[config.mk]
export PLATFORM = sky130hd
export DESIGN_NAME = y86_fetch_unit
export DESIGN_NICKNAME = d
export VERILOG_FILES = /design/src/rtl/y86_pkg.sv /design/src/rtl/y86_fetch_queue.sv /design/src/rtl/y86_fetch_unit.sv
export SDC_FILE = /design/constraint.sdc
export NUM_CORES = 2
export LEC_CHECK = 0
export CORE_UTILIZATION = 30
export DETAILED_ROUTE_END_ITERATION = 10
export DONT_BUFFER_PORTS = 1
export SLEW_MARGIN = 40
export SYNTH_ARGS = -nofsm -noshare
export SYNTH_HDL_FRONTEND = slang
export SYNTH_SLANG_ARGS = --single-unit
export TNS_END_PERCENT = 50
[constraint.sdc]
create_clock -name clk -period 10.23 [get_ports clk]
set_clock_uncertainty 0.05 [all_clocks]
set_input_delay 1.023 -clock clk [delete_from_list [all_inputs] [get_ports clk]]
set_output_delay 1.023 -clock clk [all_outputs]
set_load 0.01 [all_outputs]
[src/rtl/y86_pkg.sv]
// Shared Y86-64 encodings for the fetch unit: icodes, status codes, register-none marker
// and the instruction-length function used by the decoder.
package y86_pkg;

  localparam logic [3:0] I_HALT   = 4'h0;
  localparam logic [3:0] I_NOP    = 4'h1;
  localparam logic [3:0] I_RRMOVQ = 4'h2;
  localparam logic [3:0] I_IRMOVQ = 4'h3;
  localparam logic [3:0] I_RMMOVQ = 4'h4;
  localparam logic [3:0] I_MRMOVQ = 4'h5;
  localparam logic [3:0] I_OPQ    = 4'h6;
  localparam logic [3:0] I_JXX    = 4'h7;
  localparam logic [3:0] I_CALL   = 4'h8;
  localparam logic [3:0] I_RET    = 4'h9;
  localparam logic [3:0] I_PUSHQ  = 4'hA;
  localparam logic [3:0] I_POPQ   = 4'hB;

  localparam logic [2:0] STAT_AOK = 3'd1;
  localparam logic [2:0] STAT_HLT = 3'd2;
  localparam logic [2:0] STAT_ADR = 3'd3;
  localparam logic [2:0] STAT_INS = 3'd4;

  localparam logic [3:0] REG_NONE = 4'hF;
  localparam int         MAX_ILEN = 10;

  typedef enum logic {S_RUN, S_STOP} fstate_e;

  // Invalid icodes are treated as one byte long so they can be reported and popped.
  function automatic logic [3:0] instr_len(input logic [3:0] icode);
    case (icode)
      I_RRMOVQ, I_OPQ, I_PUSHQ, I_POPQ: return 4'd2;
      I_JXX, I_CALL:                    return 4'd9;
      I_IRMOVQ, I_RMMOVQ, I_MRMOVQ:     return 4'd10;
      default:                          return 4'd1;
    endcase
  endfunction

endpackage

[src/rtl/y86_fetch_queue.sv]
// Circular byte FIFO between instruction memory and the decoder: pushes FETCH_BYTES at once,
// pops a variable 1..10 bytes, and exposes the ten bytes at the head for decode.
module y86_fetch_queue
  import y86_pkg::*;
#(
  parameter int FETCH_BYTES = 8,
  parameter int QDEPTH      = 32
) (
  input  logic                         clk,
  input  logic                         rst,
  input  logic                         flush_i,
  input  logic                         push_i,
  input  logic [8*FETCH_BYTES-1:0]     push_data_i,
  input  logic                         pop_i,
  input  logic [3:0]                   pop_len_i,
  output logic [8*MAX_ILEN-1:0]        head_o,
  output logic [$clog2(QDEPTH+1)-1:0]  count_o
);
  localparam int PW = $clog2(QDEPTH);
  localparam int CW = $clog2(QDEPTH + 1);

  logic [7:0]    mem_q [QDEPTH];
  logic [PW-1:0] rd_q, rd_d, wr_ptr;
  logic [CW-1:0] count_q, count_d;

  // Offsets never exceed 2*QDEPTH, so a single conditional subtract is enough.
  function automatic logic [PW-1:0] wrap(input logic [31:0] idx);
    return PW'(idx >= 32'(QDEPTH) ? idx - 32'(QDEPTH) : idx);
  endfunction

  assign wr_ptr  = wrap(32'(rd_q) + 32'(count_q));
  assign count_o = count_q;

  always_comb begin
    rd_d    = rd_q;
    count_d = count_q;
    if (flush_i) begin
      rd_d    = '0;
      count_d = '0;
    end else begin
      if (pop_i) rd_d = wrap(32'(rd_q) + 32'(pop_len_i));
      count_d = CW'(32'(count_q) + (push_i ? 32'(FETCH_BYTES) : 32'd0)
                    - (pop_i ? 32'(pop_len_i) : 32'd0));
    end
  end

  always_ff @(posedge clk) begin
    if (rst) begin
      rd_q    <= '0;
      count_q <= '0;
    end else begin
      rd_q    <= rd_d;
      count_q <= count_d;
    end
  end

  always_ff @(posedge clk) begin
    if (push_i && !flush_i) begin
      for (int k = 0; k < FETCH_BYTES; k++)
        mem_q[wrap(32'(wr_ptr) + 32'(k))] <= push_data_i[8*k +: 8];
    end
  end

  always_comb begin
    head_o = '0;
    for (int k = 0; k < MAX_ILEN; k++)
      head_o[8*k +: 8] = mem_q[wrap(32'(rd_q) + 32'(k))];
  end

endmodule

[src/rtl/y86_fetch_unit.sv]
// Y86-64 prefetching fetch stage with valid/ready hand-off to decode and redirect support.
// Optional Y86_BRANCH_PREDICT_EN: jXX/call are predicted taken and fetch follows valC.
module y86_fetch_unit
  import y86_pkg::*;
#(
  parameter logic [63:0] RESET_PC    = 64'h0,
  parameter int          FETCH_BYTES = 8,
  parameter int          QDEPTH      = 32
) (
  input  logic                     clk,
  input  logic                     rst,
  output logic                     imem_req,
  output logic [63:0]              imem_addr,
  input  logic                     imem_rvalid,
  input  logic [8*FETCH_BYTES-1:0] imem_rdata,
  input  logic                     imem_err,
  input  logic                     redirect_vld,
  input  logic [63:0]              redirect_pc,
  output logic                     out_valid,
  input  logic                     out_ready,
  output logic [63:0]              out_pc,
  output logic [3:0]               icode,
  output logic [3:0]               ifun,
  output logic [3:0]               rA,
  output logic [3:0]               rB,
  output logic [63:0]              valC,
  output logic [63:0]              valP,
  output logic [2:0]               stat
);
  localparam int CW = $clog2(QDEPTH + 1);

  fstate_e              state_q, state_d;
  logic [63:0]          fetch_pc_q, fetch_pc_d, out_pc_q, out_pc_d, redir_pc;
  logic                 outst_q, outst_d, stale_q, stale_d, err_q, err_d;
  logic [8*MAX_ILEN-1:0] head;
  logic [CW-1:0]        count;
  logic [3:0]           hd_icode, len;
  logic                 have, accept, full_instr, bp_taken, redir_any, q_push;

  y86_fetch_queue #(.FETCH_BYTES(FETCH_BYTES), .QDEPTH(QDEPTH)) u_queue (
    .clk         (clk),
    .rst         (rst),
    .flush_i     (redir_any),
    .push_i      (q_push),
    .push_data_i (imem_rdata),
    .pop_i       (full_instr),
    .pop_len_i   (len),
    .head_o      (head),
    .count_o     (count)
  );

  assign hd_icode = head[7:4];
  assign len      = instr_len(hd_icode);
  assign have     = 32'(count) >= 32'(len);
  assign out_pc   = out_pc_q;

  always_comb begin
    out_valid = 1'b0;
    icode = '0; ifun = '0; rA = '0; rB = '0;
    valC = '0; valP = '0; stat = '0;
    if (state_q == S_RUN && have) begin
      out_valid = 1'b1;
      icode = head[7:4];
      ifun  = head[3:0];
      rA    = REG_NONE;
      rB    = REG_NONE;
      valP  = out_pc_q + 64'(len);
      case (len)
        4'd2:  begin rA = head[15:12]; rB = head[11:8]; end
        4'd9:  valC = head[71:8];
        4'd10: begin rA = head[15:12]; rB = head[11:8]; valC = head[79:16]; end
        default: ;
      endcase
      stat = (hd_icode > I_POPQ) ? STAT_INS : (hd_icode == I_HALT) ? STAT_HLT : STAT_AOK;
    end else if (state_q == S_RUN && err_q) begin
      // Head cannot be completed because memory faulted: report the address error at head PC.
      out_valid = 1'b1;
      stat      = STAT_ADR;
    end
  end

  assign accept     = out_valid && out_ready && !redirect_vld;
  assign full_instr = accept && have;
`ifdef Y86_BRANCH_PREDICT_EN
  assign bp_taken   = full_instr && (hd_icode == I_JXX || hd_icode == I_CALL);
`else
  assign bp_taken   = 1'b0;
`endif
  assign redir_any  = redirect_vld || bp_taken;
  assign redir_pc   = redirect_vld ? redirect_pc : valC;
  assign imem_req   = !rst && state_q == S_RUN && !outst_q && !err_q && !redir_any &&
                      (32'(QDEPTH) - 32'(count) >= 32'(FETCH_BYTES));
  assign imem_addr  = imem_req ? fetch_pc_q : '0;
  assign q_push     = imem_rvalid && outst_q && !stale_q && !imem_err;

  always_comb begin
    state_d    = state_q;
    fetch_pc_d = fetch_pc_q;
    out_pc_d   = out_pc_q;
    outst_d    = outst_q;
    stale_d    = stale_q;
    err_d      = err_q;
    if (imem_rvalid) begin
      outst_d = 1'b0;
      stale_d = 1'b0;
      if (outst_q && !stale_q && imem_err) err_d = 1'b1;
    end
    if (imem_req) begin
      outst_d    = 1'b1;
      fetch_pc_d = fetch_pc_q + 64'(FETCH_BYTES);
    end
    if (accept && stat != STAT_AOK) state_d = S_STOP;
    if (full_instr) out_pc_d = valP;
    if (redir_any) begin
      err_d      = 1'b0;
      fetch_pc_d = redir_pc;
      out_pc_d   = redir_pc;
      state_d    = S_RUN;
      if (outst_q && !imem_rvalid) stale_d = 1'b1;
    end
  end

  always_ff @(posedge clk) begin
    if (rst) begin
      state_q    <= S_RUN;
      fetch_pc_q <= RESET_PC;
      out_pc_q   <= RESET_PC;
      outst_q    <= 1'b0;
      stale_q    <= 1'b0;
      err_q      <= 1'b0;
    end else begin
      state_q    <= state_d;
      fetch_pc_q <= fetch_pc_d;
      out_pc_q   <= out_pc_d;
      outst_q    <= outst_d;
      stale_q    <= stale_d;
      err_q      <= err_d;
    end
  end

endmodule

==> flow_summary_export.csv <==
group,metric,value,unit
grt,grt_pass1_vias,52200,
logic_synthesis,syn_avg_cell_area,8.81,um2
timing,maxSlewViolCount,0,
floorplanning,core,165000,um2
setup_path,cp.required,9.16,ns
route,drt_wl_total,356000,um
power_and_ir_drop,combPwrFrac,50.7,%
logic_synthesis,yosys_warnings,0,
route,drc,69,
setup_path,cpLargestDelayFamily,"simple AND/OR/NAND/NOR gates",
placement,dp_hpwl,243000,um
timing,finalHoldViolCount,0,
outcome,violations,"DRC",
power_and_ir_drop,pwr-share-clk,25.3,%
floorplanning,die_x,409,um
route,route.vias.total,58200,
route,drtIter0Drc,11500,
clock_tree,cts-resized-gates,0,
layout,fin_area,54100,um2
clock_tree,cts_tree,"built",
setup_path,crit_buf_inv,3,
power_and_ir_drop,pwr-share-seq,24.1,%
setup_path,timing_worst_setup_path_type,"reg -> out",
setup_path,critPathArrivalTime,7.27,ns
layout,areaGrowthSynthToFinish,8.91,%
setup_path,path_common_cell,"buf_4",
layout,drive_above_1_share,17.9,%
setup_path,crit_path_max_incr_delay,0.81,ns
placement,placed_area,52000,um2
logic_synthesis,synth_edf_count,256,
logic_synthesis,netlist_top_cells_area,"mux4_2, edfxtp_1, dfxtp_1, nor2_1, mux2i_1",
grt,grt_usage,40.8,%
clock_tree,cts-root-buf,"clkbuf_16",
grt,grt_max_degree,125,
power_and_ir_drop,ir_drop,0.223,mV
clock_tree,clockBufferDepth,3,
power_and_ir_drop,p_int,0.00436,W
outcome,outcome,"finished, violations left",
logic_synthesis,yosysSeqAreaShare,21.4,%
power_and_ir_drop,power,0.00846,W
timing,fmax,0.120,GHz
power_and_ir_drop,p_switching,0.00411,W
grt,grt_pass1_wl,474000,um
grt,grtUsageMet1,47.7,%
grt,busiest_layer,"met2",
grt,use_met2,56.9,%
setup_path,cpMaxStageDelayCell,"or4_1",
logic_synthesis,async_flop_share,0,%
min_path,hp-class,"in -> reg",
layout,final_nets,5470,
logic_synthesis,synthCells,5638,
floorplanning,die_y,409,um
setup_path,regToRegSetupSlack,2.95,ns
placement,preCtsSetupSlack,2.78,ns
clock_tree,cts_num_sinks,404,
logic_synthesis,synthFlopType,"edfxtp_1",
clock_tree,cts-hold-fix-buffers,0,
grt,globalRouteOverflowTotal,0,
logic_synthesis,synth_nets,5818,
clock_tree,htreeDepth,2,
timing,tightest_slew,1.08,ns
floorplanning,start_util,30.2,%
power_and_ir_drop,powerDensity,156,nW/um2
route,routedWlPerCell,47.2,um
logic_synthesis,syn_area,49700,um2
setup_path,path_cells,"buf_4 > mux4_2 > o22ai_1 > nor4_2 > a22oi_2 > buf_4 > inv_2 > ha_1 > a21o_1 > a31oi_1 > or4_1 > nor3_1 > nand2_1 > or3_1 > a21oi_1",
timing,finalSetupTns,0,ns
floorplanning,num_rows,149,
power_and_ir_drop,swShare,48.5,%
timing,timing.final.crit_share,81.5,%
placement,gp_congestion,1.12,
timing,rsz0062_at_grt,"false",
placement,port_buffers,0,
logic_synthesis,synth-seq-cells,404,
route,vias_per_cell,7.70,
route,first_pass_iters,11,
timing,period_minus_slack,8.34,ns
grt,antenna_found_initial,32,
setup_path,path_max_fanout,70,
grt,grt_use_met3,21.4,%
layout,n_fill_cell,17000,
clock_tree,cts-buffers-inserted,52,
floorplanning,die-area,167000,um2
timing,setup_viol,0,
clock_tree,path_clk_slew,0.06,ns
timing,relSlewSlack,27.2,%
timing,setup_ws,1.89,ns
run,max_cap_violations,0,
setup_path,crit_path_start_kind,"flip-flop",
logic_synthesis,synth_top_area_share,20.7,%
logic_synthesis,synth_top_area_cell,"mux4_2",
logic_synthesis,ys_types,108,
clock_tree,insertion_delay,0.70,ns
clock_tree,postCtsSetupBuffers,0,
layout,final_core_util,32.9,%
floorplanning,ios,411,
route,final_antenna_net_count,0,
power_and_ir_drop,total_leakage_power,17.1,nW
setup_path,cp-end-kind,"output pin",
-- final timing paths --
check | start | endpoint | cells past startpoint
worst max-delay path | flip-flop | valP[63] | 15
worst min-delay path | rst | out_pc[55] | 1
worst max register to register | u_queue.rd_q[3] | u_queue.mem_q[7][6] | 14
worst min register to register | fetch_pc_q[2] | fetch_pc_q[2] | 2
-- through the flow --
step	hold WS (ns)	cells
floorplan	0.382	5638
global placement	0.385	7409
detailed placement	0.391	7418
CTS	0.319	7515
global route	0.335	7526
finish	0.337	7553
-- logic make-up after synthesis --
kind of cell,count (synthesis),share of synthesized area (%)
compound gates,1701,24.1
xor+xnor,150,3.06
flops,404,21.4
buf+inv,657,5.44
fa+ha+maj,46,1.23
mux,694,25.6
simple gates,1986,19.1
-- registers in the layout, summed over array words and instances (netlist names), named ones only --
name and flops:
err_q 1, fetch_pc_q 64, out_pc 64, outst_q 1, stale_q 1, state_q 1, u_queue.count_o 6, u_queue.mem_q 256
u_queue.rd_q 5
-- layout make-up --
type | count | area (um2) | area share, %
clock inverters | 40 | 572 | 1.06
well taps | 2189 | 2740 | 5.06
repair buffers | 176 | 1420 | 2.63
diodes | 31 | 77.6 | 0.143
multi-input cells | 4577 | 37000 | 68.4
clock buffers | 57 | 1330 | 2.46
inverters | 79 | 304 | 0.562
flip-flops and latches | 404 | 10700 | 19.7
-- synthesized netlist by cell type (148+ instances only) --
cell	n
dfxtp_1	148
clkbuf_1	421
nand3_1	335
edfxtp_1	256
mux4_2	456
o22ai_1	174
mux2i_1	207
nor3_1	179
a211oi_1	184
nor2_1	610
nand2_1	431
a21oi_1	244
o21ai_0	258
-- layer usage --
layer / part of all wire [%] / up-vias
li1: - / 21800
met2: 40 / 5922
met5: 0.16 / -
met4: 9.0 / 33
met3: 16 / 1728
met1: 35 / 28600
-- power groups by stage --
stage                     Combinational (W)  Clock [W]  Sequential (W)
after detailed placement            0.00406          0         0.00206
after floorplan                     0.00265          0         0.00194
after CTS                           0.00407    0.00213         0.00202
final                               0.00429    0.00214         0.00204
after global placement              0.00400          0         0.00205
after global routing                0.00433    0.00218         0.00204
-- cells in the final DEF, fill, tap and decap left out, types with 25 or more instances in the layout --
cell type  count
or3_1         34
o211ai_1      74
o221ai_1      35
nor2_1       599
nor3_2        31
a211o_1       43
a21oi_1      242
clkbuf_16     52
buf_4        159
and3_1        55
ha_1          38
o22a_1        37
xor2_1        51
a31oi_1       86
a311oi_1      25
nand3_1      333
nor3_1       167
mux2_2        28
o22ai_1      168
a222oi_1      68
mux2i_1      198
xnor2_1       67
a211oi_1     179
and2_1       113
edfxtp_1     256
a22oi_1       95
diode_2       31
a22o_1        26
a32oi_1       39
inv_1         67
nand2_1      429
dfxtp_1      141
o21ai_0      252
nand4_1       69
a21boi_0      27
a221oi_1      83
mux4_2       456
No activity file was read; power rests on OpenSTA's default activity.
